File: src/rtl/shared_mem_rr_arbiter_pkg.sv
// Shared definitions for the shared-memory round-robin arbiter:
// FSM state encoding, default sizing and an index-width helper.
package shared_mem_pkg;

    localparam int unsigned NCORES_DEF  = 4;
    localparam int unsigned DATA_W_DEF  = 32;
    localparam int unsigned MEM_LAT_DEF = 1;

    typedef enum logic [1:0] {
        IDLE = 2'd0,
        BUSY = 2'd1,
        ACK  = 2'd2
    } arb_state_e;

    // Width of a core index; never below one bit.
    function automatic int unsigned id_width(input int unsigned n);
        return (n > 1) ? $clog2(n) : 1;
    endfunction

endpackage

File: src/rtl/shared_mem_rr_arbiter_picker.sv
// Combinational round-robin picker: returns the first requester found when
// scanning last_grant+1, last_grant+2, ... modulo NCORES.
module rr_priority_picker
    import shared_mem_pkg::*;
#(
    parameter int unsigned NCORES = NCORES_DEF,
    parameter int unsigned IDW    = id_width(NCORES_DEF)
) (
    input  logic [NCORES-1:0] req,
    input  logic [IDW-1:0]    last_grant,
    output logic              valid,
    output logic [IDW-1:0]    idx
);

    logic [IDW-1:0] cand;

    always_comb begin
        valid = 1'b0;
        idx   = '0;
        cand  = '0;
        // Farthest offset first, so the nearest requester after last_grant is the final write.
        for (int unsigned k = NCORES; k >= 1; k--) begin
            cand = IDW'((32'(last_grant) + k) % NCORES);
            if (req[cand]) begin
                valid = 1'b1;
                idx   = cand;
            end
        end
    end

endmodule

File: src/rtl/shared_mem_rr_arbiter.sv
// Registered round-robin arbiter between per-core shared-memory ports and a
// single shared memory; one transaction at a time, MEM_LAT-cycle hold, 1-cycle ack.
module shared_mem_rr_arbiter
    import shared_mem_pkg::*;
#(
    parameter int unsigned NCORES  = NCORES_DEF,
    parameter int unsigned DATA_W  = DATA_W_DEF,
    parameter int unsigned MEM_LAT = MEM_LAT_DEF
) (
    input  logic                       clk,
    input  logic                       reset,
    input  logic [NCORES-1:0]          core_sbit,
    input  logic [NCORES-1:0]          core_rd,
    input  logic [NCORES-1:0]          core_wr,
    input  logic [NCORES*DATA_W-1:0]   core_addr,
    input  logic [NCORES*DATA_W-1:0]   core_wdata,
    output logic [NCORES-1:0]          core_ack,
    output logic [DATA_W-1:0]          core_rdata,
    output logic [DATA_W-1:0]          mem_addr,
    output logic [DATA_W-1:0]          mem_wdata,
    output logic                       mem_read,
    output logic                       mem_write,
    input  logic [DATA_W-1:0]          mem_rdata,
    output logic                       shared_access,
    output logic [id_width(NCORES)-1:0] grant_id
);

    localparam int unsigned IDW   = id_width(NCORES);
    localparam int unsigned CNT_W = (MEM_LAT > 1) ? $clog2(MEM_LAT) : 1;
    localparam logic [CNT_W-1:0] CNT_LOAD = CNT_W'(MEM_LAT - 1);

    arb_state_e          state_q, state_d;
    logic [CNT_W-1:0]    cnt_q, cnt_d;
    logic [IDW-1:0]      grant_q, grant_d;
    logic [IDW-1:0]      last_grant_q, last_grant_d;
    logic [DATA_W-1:0]   addr_q, addr_d;
    logic [DATA_W-1:0]   wdata_q, wdata_d;
    logic [DATA_W-1:0]   rdata_q, rdata_d;
    logic                rd_q, rd_d;
    logic                wr_q, wr_d;
    logic                shared_q, shared_d;
    logic [NCORES-1:0]   ack_q, ack_d;

    logic [NCORES-1:0]   req;
    logic                pick_valid;
    logic [IDW-1:0]      pick_idx;
    logic [DATA_W-1:0]   sel_addr;
    logic [DATA_W-1:0]   sel_wdata;
    logic                sel_wr;

    assign req = core_sbit & (core_rd | core_wr);

    rr_priority_picker #(
        .NCORES (NCORES),
        .IDW    (IDW)
    ) u_picker (
        .req        (req),
        .last_grant (last_grant_q),
        .valid      (pick_valid),
        .idx        (pick_idx)
    );

    always_comb begin
        sel_addr  = '0;
        sel_wdata = '0;
        sel_wr    = 1'b0;
        for (int unsigned i = 0; i < NCORES; i++) begin
            if (pick_idx == IDW'(i)) begin
                sel_addr  = core_addr[i*DATA_W +: DATA_W];
                sel_wdata = core_wdata[i*DATA_W +: DATA_W];
                sel_wr    = core_wr[i];
            end
        end
    end

    always_comb begin
        state_d      = state_q;
        cnt_d        = cnt_q;
        grant_d      = grant_q;
        last_grant_d = last_grant_q;
        addr_d       = addr_q;
        wdata_d      = wdata_q;
        rdata_d      = rdata_q;
        rd_d         = rd_q;
        wr_d         = wr_q;
        shared_d     = shared_q;
        ack_d        = '0;

        unique case (state_q)
            IDLE: begin
                rd_d     = 1'b0;
                wr_d     = 1'b0;
                shared_d = 1'b0;
                if (pick_valid) begin
                    // Write wins when both strobes are set.
                    grant_d  = pick_idx;
                    addr_d   = sel_addr;
                    wdata_d  = sel_wdata;
                    wr_d     = sel_wr;
                    rd_d     = ~sel_wr;
                    shared_d = 1'b1;
                    cnt_d    = CNT_LOAD;
                    state_d  = BUSY;
                end
            end
            BUSY: begin
                if (cnt_q != '0) begin
                    cnt_d = cnt_q - CNT_W'(1);
                end else begin
                    if (rd_q) begin
                        rdata_d = mem_rdata;
                    end
                    rd_d         = 1'b0;
                    wr_d         = 1'b0;
                    shared_d     = 1'b0;
                    last_grant_d = grant_q;
                    for (int unsigned i = 0; i < NCORES; i++) begin
                        ack_d[i] = (grant_q == IDW'(i));
                    end
                    state_d = ACK;
                end
            end
            ACK: begin
                state_d = IDLE;
            end
            default: begin
                state_d = IDLE;
            end
        endcase
    end

    always_ff @(posedge clk or negedge reset) begin
        if (!reset) begin
            state_q      <= IDLE;
            cnt_q        <= '0;
            grant_q      <= '0;
            last_grant_q <= IDW'(NCORES - 1);
            addr_q       <= '0;
            wdata_q      <= '0;
            rdata_q      <= '0;
            rd_q         <= 1'b0;
            wr_q         <= 1'b0;
            shared_q     <= 1'b0;
            ack_q        <= '0;
        end else begin
            state_q      <= state_d;
            cnt_q        <= cnt_d;
            grant_q      <= grant_d;
            last_grant_q <= last_grant_d;
            addr_q       <= addr_d;
            wdata_q      <= wdata_d;
            rdata_q      <= rdata_d;
            rd_q         <= rd_d;
            wr_q         <= wr_d;
            shared_q     <= shared_d;
            ack_q        <= ack_d;
        end
    end

    assign core_ack      = ack_q;
    assign core_rdata    = rdata_q;
    assign mem_addr      = addr_q;
    assign mem_wdata     = wdata_q;
    assign mem_read      = rd_q;
    assign mem_write     = wr_q;
    assign shared_access = shared_q;
    assign grant_id      = grant_q;

endmodule

File: config.mk
export PLATFORM = sky130hd
export DESIGN_NAME = shared_mem_rr_arbiter
export DESIGN_NICKNAME = d
export VERILOG_FILES = /design/src/rtl/shared_mem_rr_arbiter_pkg.sv /design/src/rtl/shared_mem_rr_arbiter_picker.sv /design/src/rtl/shared_mem_rr_arbiter.sv
export SDC_FILE = /design/constraint.sdc
export NUM_CORES = 1
export LEC_CHECK = 0
export CAP_MARGIN = 20
export CORE_AREA = 2 2 156 158
export DETAILED_ROUTE_END_ITERATION = 8
export DIE_AREA = 0 0 158 160
export DONT_BUFFER_PORTS = 1
export PLACE_DENSITY = 0.42
export SYNTH_ARGS = -nofsm -noshare
export SYNTH_HDL_FRONTEND = slang
export SYNTH_SLANG_ARGS = --single-unit
File: constraint.sdc
create_clock -name clk -period 1.9 [get_ports clk]
set_input_delay 0.19 -clock clk [delete_from_list [all_inputs] [get_ports clk]]
set_output_delay 0.19 -clock clk [all_outputs]
set_load 0.02 [all_outputs]
==> results of run 1 <==
[worst paths after layout]
| path | startpoint | endpoint | cells past startpoint |
|---|---|---|---|
| min reg2reg | state_q[1]$_DFFE_PN0P_ | shared_access$_DFFE_PN0P_ | 2 |
| min in group clk | core_addr[30] | mem_addr[30]$_DFFE_PN0P_ | 2 |
| max reg2reg | last_grant_q[1]$_DFFE_PN1P_ | mem_write$_DFFE_PN0P_ | 6 |
| max | last_grant_q[1]$_DFFE_PN1P_ | mem_write$_DFFE_PN0P_ | 6 |
| max in group asynchronous | reset | last_grant_q[0]$_DFFE_PN1P_ | 0 |
| min | reset | core_rdata[3]$_DFFE_PN0P_ | 0 |
[through the flow]
stage | setup slack, ns | setup TNS, ns | cell area [µm²] | cells | util (%)
5_1_grt | -0.190 | -8.68 | 7720 | 864 | 32.4
6_report | -0.0980 | -3.05 | 7720 | 864 | 32.4
4_1_cts | -0.100 | -4.24 | 7410 | 858 | 31.1
3_3_place_gp | -0.121 | -2.11 | 6150 | 786 | 25.8
3_5_place_dp | -0.193 | -6.49 | 6150 | 786 | 25.8
2_1_floorplan | 0.00793 | 0 | 5900 | 486 | -
[routing by layer]
layer / track usage, % / up-vias / share of wire (%)
met2: 28.7 / 225 / 53
met5: 0 / - / 0
met4: 3.89 / 0 / 0.98
met1: 17.8 / 2286 / 38
met3: 4.61 / 17 / 7.3
li1: - / 1934 / -
[where the power goes]
part	internal [W]	switching, W
Combinational	0.00290	0.00270
Sequential	0.00348	0.00227
Clock	0.00105	0.000967
[final cells by class]
type,count,area [µm²]
inverters,3,11.3
clock buffers,10,229
flip-flops and latches,109,2730
well taps,324,405
clock inverters,6,76.3
fillers,2405,16100
repair buffers,77,1190
multi-input cells,335,3070
[what timing repair did]
action,4_1_cts,5_1_grt
endpoints found under the hold margin,141,109
endpoints found under the setup margin,65,66
cloned,13,7
gates resized for setup,39,37
pin swaps,18,16
buffers inserted,11,0
[sequential cells by signal, summed over array words and instances, names as in the netlist]
register / count
mem_read: 1
core_ack: 4
shared_access: 1
last_grant_q: 2
mem_write: 1
mem_addr: 32
state_q: 2
mem_wdata: 32
grant_id: 2
core_rdata: 32
[cells by family after synthesis]
logic type             count (synthesis)
muxes                                162
DFF                                  109
and+or+nand+nor                       96
AOI/OAI and AO/OA                     77
buffers and inverters                 42
[cells in the final DEF (no fill, tap or decap), drive strengths merged]
cell type	netlist	layout
mux2i	128	128
o21ai	4	4
nor2b	1	1
and2	2	2
bufinv	0	1
o221ai	65	65
clkbuf	9	15
buf	30	40
nand2b	2	2
nand4b	1	1
nor3b	2	2
clkinv	0	1
a32oi	1	1
o211a	3	3
nand2	81	81
a221o	1	1
inv	3	7
dfstp	2	2
nor2	4	4
o2bb2ai	1	1
nor3	2	2
dfrtp	107	107
and3	1	1
o21a	1	1
mux2	34	34
o211ai	1	1
dlygate4sd3	0	32
==> impl_metrics.yaml, run 1 <==
status:
  status: "complete, but fails checks"
  violations: "negative hold slack, negative setup slack"
setup_path:
  crit_path_end_kind: "flop"
  crit_type: "reg2reg"
  start_kind: "flop"
  crit_buf_inv: 1
  cp_max_fo: 5
  r2r_setup_slack_ns: -0.1
  crit_family: "compound AO/OA/AOI/OAI gates"
  slowest_stage: "dfstp_2"
  arrival_ns: 2.24
  max_stage_delay_ns: 0.55
  crit_required_ns: 2.14
  cp_cell_sequence: "o211ai_2 > a32oi_2 > o211a_4 > buf_6 > mux2_4 > a221o_1"
clock_tree:
  clk_latency_ns: 0.36
  htreeDepth: 3
  cts_made_buffers: 9
  clk_path_buf_depth: 2
  cts_tree: "done"
  clk_pin_slew_ns: 0.08
  root_buffer: "clkbuf_16"
  clock_sinks: 109
  postCtsHoldBufs: 32
pwr:
  vdd_drop_max_mv: 0.514
  p_leak_nw: 3.23
  p_total_w: 0.0134
  powerDensity_mw_per_mm2: 1730
synth:
  syn_nets: 788
  synth.area.mux_share_pct: 28.2
  synth_xor_xnor_area_share_pct: 0
  ys_top_cells_by_area: "dfrtp_1 (45%), mux2i_1 (22%), o221ai_1 (8.3%)"
  yosys-top-cells-count: "mux2i_1 (128), dfrtp_1 (107), nand2_1 (81)"
  synth_compound_area_share_pct: 12.3
  synth-async-reset-ratio_pct: 100
  yosys.area.top_type: "dfrtp_1"
  syn_inst: 486
  synth-adder-area-share_pct: 0
  synth.avg_cell_area_um2: 12.1
  ys_ff_latch: 109
  synth-simple-area-share_pct: 6.70
  synth_top_flop_cell: "dfrtp_1"
  yosysUniqueCellTypes: 35
  seq_area_frac_synth_pct: 46.3
  synth_top_area_share_pct: 45.4
  ys_warn_count: 0
  synth_area_mm2: 0.00590
  synth_top_family_by_area: "multiplexers"
  yosysMostFrequentCell: "mux2i_1"
  synth-edff-count: 0
final_layout:
  diodes: 0
  syn2layout_area_growth_pct: 30.9
  layout-drive-gt1-share_pct: 23.9
  finalNetCount: 837
routing:
  firstDrtPassIters: 5
  post-route-drc-count: 0
  drt_wl_total_mm: 21.8
  avgRoutedWirePerCell_um: 25.2
  via_per_inst: 5.16
  vias: 4462
  ant_nets: 0
  drtIter0Drc: 246
sta:
  slew_viol_final: 0
  post-route-min-period_ns: 2.00
  finalClockSkew_ns: 0.00862
  layout_setup_ws_ns: -0.0980
  maxSlewHeadroom_pct: 69.5
  hold_viol_final: 109
  rsz0062_at_grt: "true"
  hold_ws_ns: -0.478
  fin_crit_sh_pct: 105
  fmax_ghz: 0.501
  worst_slew_pin_slew_ns: 0.457
  setup_viol: 57
place:
  hpwl_mm: 13.3
  io_buffer_count: 0
  gp_congestion: 0.778
floorplan:
  io_pins: 407
  die_y_um: 160
  core_mm2: 0.0238
  start_util_pct: 24.8
  dieArea_mm2: 0.0253
  rows: 57
  die_w_um: 158
global_route:
  grt_max_degree: 110
  grt_pass1_vias: 4584
  antenna_found_initial: 0
  grt_overflow_total: 0
  grt_pass1_wl_mm: 29.3
  grt_util_all_layers_pct: 15.7
run:
  cap_violations: 0
hold_path:
  worstHoldPathType: "in2async"
Power figures use the tool's default switching activity.
==> inputs of run 2 (changes only) <==
--- a/config.mk
+++ b/config.mk
@@ -11,6 +11,7 @@
 export DIE_AREA = 0 0 158 160
 export DONT_BUFFER_PORTS = 1
 export PLACE_DENSITY = 0.42
+export SETUP_SLACK_MARGIN = 0.4
 export SYNTH_ARGS = -nofsm -noshare
 export SYNTH_HDL_FRONTEND = slang
 export SYNTH_SLANG_ARGS = --single-unit
==> run 2 against run 1 <==
  * The run still ends with negative hold slack, negative setup slack left
  * Combinational power up 12%
  * Maximum frequency down 3.0%
  * Sequential share of layout area down 1.5 points
  * Critical path type unchanged
  * Power up 5.5%
  * Via count up 1.1%
  * Register-to-register slack worse by 0.06 ns
  * Setup slack worse by 0.061 ns
  * Core utilization up 1.4 points
  * Routed wire length up 3.1%
  * Clock power about the same
  * Flip-flop and latch count unchanged
  * Die area unchanged
==> impl_metrics.yaml, run 2 (synthesis gave the netlist of run 1 again) <==
status:
  status: "complete, but fails checks"
  violations: "negative hold slack, negative setup slack"
sta:
  hold_viol_final: 109
  maxSlewHeadroom_pct: 69.8
  worst_slew_pin_slew_ns: 0.453
  fin_tns_setup_ns: -6.06
  fmax_ghz: 0.486
  layout_setup_ws_ns: -0.159
  fin_crit_sh_pct: 108
  slew_viol_final: 0
  post-route-min-period_ns: 2.06
  finalClockSkew_ns: 0.0125
  rsz0062_at_grt: "true"
  hold_ws_ns: -0.486
  setup_viol: 67
final_layout:
  final_cell_mix: "dfrtp_1 (107), mux2i_1 (105), nand2_1 (77)"
  layout_commonest_cell: "dfrtp_1"
  finalNetCount: 857
  multiInputGateArea_mm2: 0.00308
  layout-drive-gt1-share_pct: 27.3
  fin_area_mm2: 0.00805
  fillerInstances: 2365
  fin_util_pct: 33.8
  regArea_mm2: 0.00273
  syn2layout_area_growth_pct: 36.5
routing:
  post-route-drc-count: 0
  ant_nets: 0
  drt_wl_total_mm: 22.5
  vias: 4509
  firstDrtPassIters: 4
  avgRoutedWirePerCell_um: 25.4
  via_per_inst: 5.08
  drtIter0Drc: 200
clock_tree:
  clock_sinks: 109
  htreeDepth: 3
  cts_tree: "done"
  clk_path_buf_depth: 2
  clk_latency_ns: 0.36
  clk_pin_slew_ns: 0.09
  root_buffer: "clkbuf_16"
  postCtsHoldBufs: 32
  cts_made_buffers: 9
setup_path:
  crit_path_end_kind: "flop"
  r2r_setup_slack_ns: -0.16
  rr_worst_depth: 6
  crit_type: "reg2reg"
  cp_max_fo: 7
  crit_required_ns: 2.14
  start_kind: "flop"
  arrival_ns: 2.29
pwr:
  switching_share_pct: 44.6
  switchingPower_w: 0.00629
  powerDensity_mw_per_mm2: 1750
  combPwrFrac_pct: 44.4
  power.share.clock_pct: 14.2
  seq_power_share_pct: 41.4
  vdd_drop_max_mv: 0.621
  power.internal_w: 0.00782
  p_leak_nw: 3.45
global_route:
  grt_pass1_vias: 4782
  grt_pass1_wl_mm: 29.8
  antenna_found_initial: 3
  grt_max_degree: 110
  grt_overflow_total: 0
  grt_util_all_layers_pct: 16.0
floorplan:
  die_w_um: 158
  start_util_pct: 24.8
  die_y_um: 160
  rows: 57
  io_pins: 407
  dieArea_mm2: 0.0253
  core_mm2: 0.0238
place:
  io_buffer_count: 0
  hpwl_mm: 13.8
  dpl-instance-area_mm2: 0.00623
  gp_congestion: 0.790
run:
  cap_violations: 0
hold_path:
  worstHoldPathType: "in2async"
## run 2: changes by cell type in the layout (fill, tap and decap cells not counted), moves of 3 or more
cell,previous run,this run
o221ai_1,52,38
diode_2,0,3
o221ai_2,13,27
buf_4,10,23
mux2i_4,9,4
mux2i_2,26,19
mux2i_1,93,105
buf_12,12,15
## run 2: cell type report
cell class	instances	area share (%)
Multi-Input combinational cell	335	38.2
Sequential cell	109	33.9
Timing Repair Buffer	97	18.6
Tap cell	324	5.04
Clock buffer	9	2.80
Clock inverter	7	1.10
Inverter	3	0.171
Antenna cell	3	0.0933
## run 2: final timing paths
check / startpoint / end
max: last_grant_q[1]$_DFFE_PN1P_ / mem_write$_DFFE_PN0P_
min reg2reg: last_grant_q[0]$_DFFE_PN1P_ / last_grant_q[0]$_DFFE_PN1P_
min: reset / core_rdata[17]$_DFFE_PN0P_
max in group asynchronous: reset / last_grant_q[1]$_DFFE_PN1P_
max reg2reg: last_grant_q[1]$_DFFE_PN1P_ / mem_write$_DFFE_PN0P_
min in group clk: core_wdata[72] / mem_wdata[8]$_DFFE_PN0P_
## run 2: worst max-delay path: stages (launching register included)
cell	delay, ns
dfstp_2	0.54
o211ai_2	0.08
a32oi_1	0.22
o211a_4	0.29
buf_12	0.16
mux2_4	0.32
a221o_1	0.32
## run 2: what timing repair did
action	CTS	global route
buffers inserted	17	3
setup endpoints to repair	100	83
pin swaps	5	4
gates resized for setup	35	41
endpoints found under the hold margin	141	109
cloned	15	8
## run 2: per-stage QoR
step | hold slack, ns | std cells | setup slack [ns] | total power (W)
global placement | -0.102 | 793 | -0.415 | 0.00985
finish | -0.486 | 887 | -0.159 | 0.0141
floorplan | -0.106 | 486 | 0.0546 | 0.00883
detailed placement | -0.103 | 793 | -0.415 | 0.00993
CTS | -0.508 | 873 | -0.132 | 0.0136
global route | -0.521 | 887 | -0.253 | 0.0148
## run 2: power groups by stage
stage	registers (W)	clock network [W]	logic (W)
after global placement	0.00592	0	0.00393
after CTS	0.00588	0.00212	0.00556
after detailed placement	0.00590	0	0.00403
after floorplan	0.00543	0	0.00340
final	0.00584	0.00200	0.00626
after global routing	0.00596	0.00219	0.00668
## run 2: per-layer routing
layer	wire (µm)	global-route usage [%]
met5	0	0
met4	727	5.69
met3	1670	4.48
met2	12000	30.3
met1	8060	16.7
==> inputs of run 3 (changes only) <==
--- a/config.mk
+++ b/config.mk
@@ -11,6 +11,7 @@
 export DIE_AREA = 0 0 158 160
 export DONT_BUFFER_PORTS = 1
 export PLACE_DENSITY = 0.42
+export REMOVE_ABC_BUFFERS = 1
 export SETUP_SLACK_MARGIN = 0.4
 export SYNTH_ARGS = -nofsm -noshare
 export SYNTH_HDL_FRONTEND = slang
==> run 3 against run 2 <==
  * The flow still finishes with violations (negative hold slack, negative setup slack)
  * Register-to-register slack worse by 0.02 ns
  * Flip-flop and latch count stayed put
  * Global-route usage is 0.30 points higher
  * Worst hold slack better by 0.0072 ns
  * Critical endpoint is now mem_addr[10]$_DFFE_PN0P_
  * Largest power group unchanged
==> impl_metrics.yaml, run 3 (synthesis gave the netlist of run 1 again) <==
routing:
  avgRoutedWirePerCell_um: 25.9
  via_per_inst: 5.23
  drtIter0Drc: 273
  vias: 4625
  post-route-drc-count: 0
  firstDrtPassIters: 5
  drt_wl_total_mm: 22.9
  ant_nets: 0
setup_path:
  regToRegEndpoint: "mem_addr[10]$_DFFE_PN0P_"
  max_stage_delay_ns: 0.56
  arrival_ns: 2.31
  r2r_setup_slack_ns: -0.18
  crit_type: "reg2reg"
  slowest_stage: "dfstp_2"
  crit_required_ns: 2.13
  start_kind: "flop"
  rr_worst_depth: 10
  crit_path_end_kind: "flop"
  reg2reg_from: "last_grant_q[1]$_DFFE_PN1P_"
  cp_max_fo: 5
  cp_cell_sequence: "buf_4 > buf_4 > nand2_1 > o211a_4 > buf_6 > buf_12 > buf_12 > buf_16 > mux2i_1 > o221ai_2"
final_layout:
  fillerInstances: 2319
  diodes: 0
  final_cell_mix: "dfrtp_1 (107), nand2_1 (76), mux2i_1 (76)"
  finalNetCount: 857
  layout_commonest_cell: "dfrtp_1"
  syn2layout_area_growth_pct: 42.0
  layout-drive-gt1-share_pct: 33.4
  fin_util_pct: 35.2
place:
  gp_congestion: 0.742
  io_buffer_count: 0
  hpwl_mm: 12.9
status:
  violations: "negative hold slack, negative setup slack"
  status: "complete, but fails checks"
clock_tree:
  clock_sinks: 109
  clk_latency_ns: 0.36
  clk_pin_slew_ns: 0.08
  cts_tree: "done"
  clk_path_buf_depth: 2
  cts_made_buffers: 9
  htreeDepth: 3
  postCtsHoldBufs: 32
  root_buffer: "clkbuf_16"
pwr:
  vdd_drop_max_mv: 0.578
  p_leak_nw: 3.46
  powerDensity_mw_per_mm2: 1730
global_route:
  antenna_found_initial: 0
  grt_pass1_wl_mm: 30.1
  grt_overflow_total: 0
  grt_util_all_layers_pct: 16.3
  grt_pass1_vias: 4758
  grt_max_degree: 110
sta:
  post-route-min-period_ns: 2.08
  worst_slew_pin_slew_ns: 0.450
  slew_viol_final: 0
  fmax_ghz: 0.481
  hold_ws_ns: -0.479
  finalClockSkew_ns: 0.0164
  setup_viol: 67
  rsz0062_at_grt: "true"
  maxSlewHeadroom_pct: 70.0
  hold_viol_final: 109
  fin_crit_sh_pct: 109
  layout_setup_ws_ns: -0.179
floorplan:
  dieArea_mm2: 0.0253
  core_mm2: 0.0238
  io_pins: 407
  start_util_pct: 24.8
  die_y_um: 160
  rows: 57
  die_w_um: 158
hold_path:
  worstHoldPathType: "in2async"
run:
  cap_violations: 0
==> run 3: critical path, delay by kind of cell (launching register included) <==
| kind | cells | cell delay, ns |
|---|---|---|
| compound gates | 2 | 0.40 |
| buf+inv | 6 | 0.73 |
| flops | 1 | 0.56 |
| mux | 1 | 0.20 |
| simple gates | 1 | 0.06 |
==> run 3: layout make-up <==
class,instances,area [µm²],area share (%)
Multi-Input combinational cell,335,3320,39.7
Sequential cell,109,2730,32.6
Clock inverter,6,72.6,0.867
Clock buffer,10,239,2.85
Timing Repair Buffer,97,1590,19.0
Inverter,3,13.8,0.164
Tap cell,324,405,4.84
==> run 3: what timing repair did <==
item / 4_1_cts / 5_1_grt
setup endpoints to repair: 100 / 69
cloned: 20 / 8
hold endpoints to repair: 141 / 109
setup buffers: 18 / 3
pin swaps: 8 / 24
resized for setup: 64 / 69
==> run 3: how the worst max path moves through the flow <==
stage	startpoint	endpoint	slack (ns)	depth (start not counted)
detailed placement	last_grant_q[1]$_DFFE_PN1P_	mem_addr[2]$_DFFE_PN0P_	-0.25	6
floorplan	last_grant_q[1]$_DFFE_PN1P_	mem_write$_DFFE_PN0P_	-3.53	5
global route	last_grant_q[1]$_DFFE_PN1P_	mem_addr[10]$_DFFE_PN0P_	-0.24	10
finish	last_grant_q[1]$_DFFE_PN1P_	mem_addr[10]$_DFFE_PN0P_	-0.18	10
CTS	last_grant_q[1]$_DFFE_PN1P_	mem_wdata[9]$_DFFE_PN0P_	-0.15	8
global placement	last_grant_q[1]$_DFFE_PN1P_	mem_wdata[26]$_DFFE_PN0P_	-0.20	6
==> run 3: routing by layer <==
layer	share of wire, %	global-route usage [%]	vias up	wire [µm]
met5	0	0	-	0
met4	2.8	6.35	0	641
met3	7.0	3.55	42	1620
met2	52	29.0	277	11800
met1	38	19.0	2327	8830
li1	-	-	1979	-
==> run 3: stage by stage <==
stage / TNS (ns) / std cells / worst slack (ns) / area [µm²] / power, W
after global routing: -11.37 / 884 / -0.245 / 8370 / 0.0152
after floorplan: -228.95 / 447 / -3.53 / 5520 / 0.00845
final: -5.66 / 884 / -0.179 / 8370 / 0.0145
after global placement: -6.92 / 787 / -0.204 / 6160 / 0.00964
after detailed placement: -10.00 / 787 / -0.248 / 6160 / 0.00976
after CTS: -7.84 / 873 / -0.152 / 7790 / 0.0138
==> run 3: power by group <==
part	internal [W]	total, W	switching (W)
Sequential	0.00347	0.00576	0.00229
Combinational	0.00364	0.00674	0.00310
Clock	0.000981	0.00202	0.00104
Total	0.00809	0.0145	0.00642
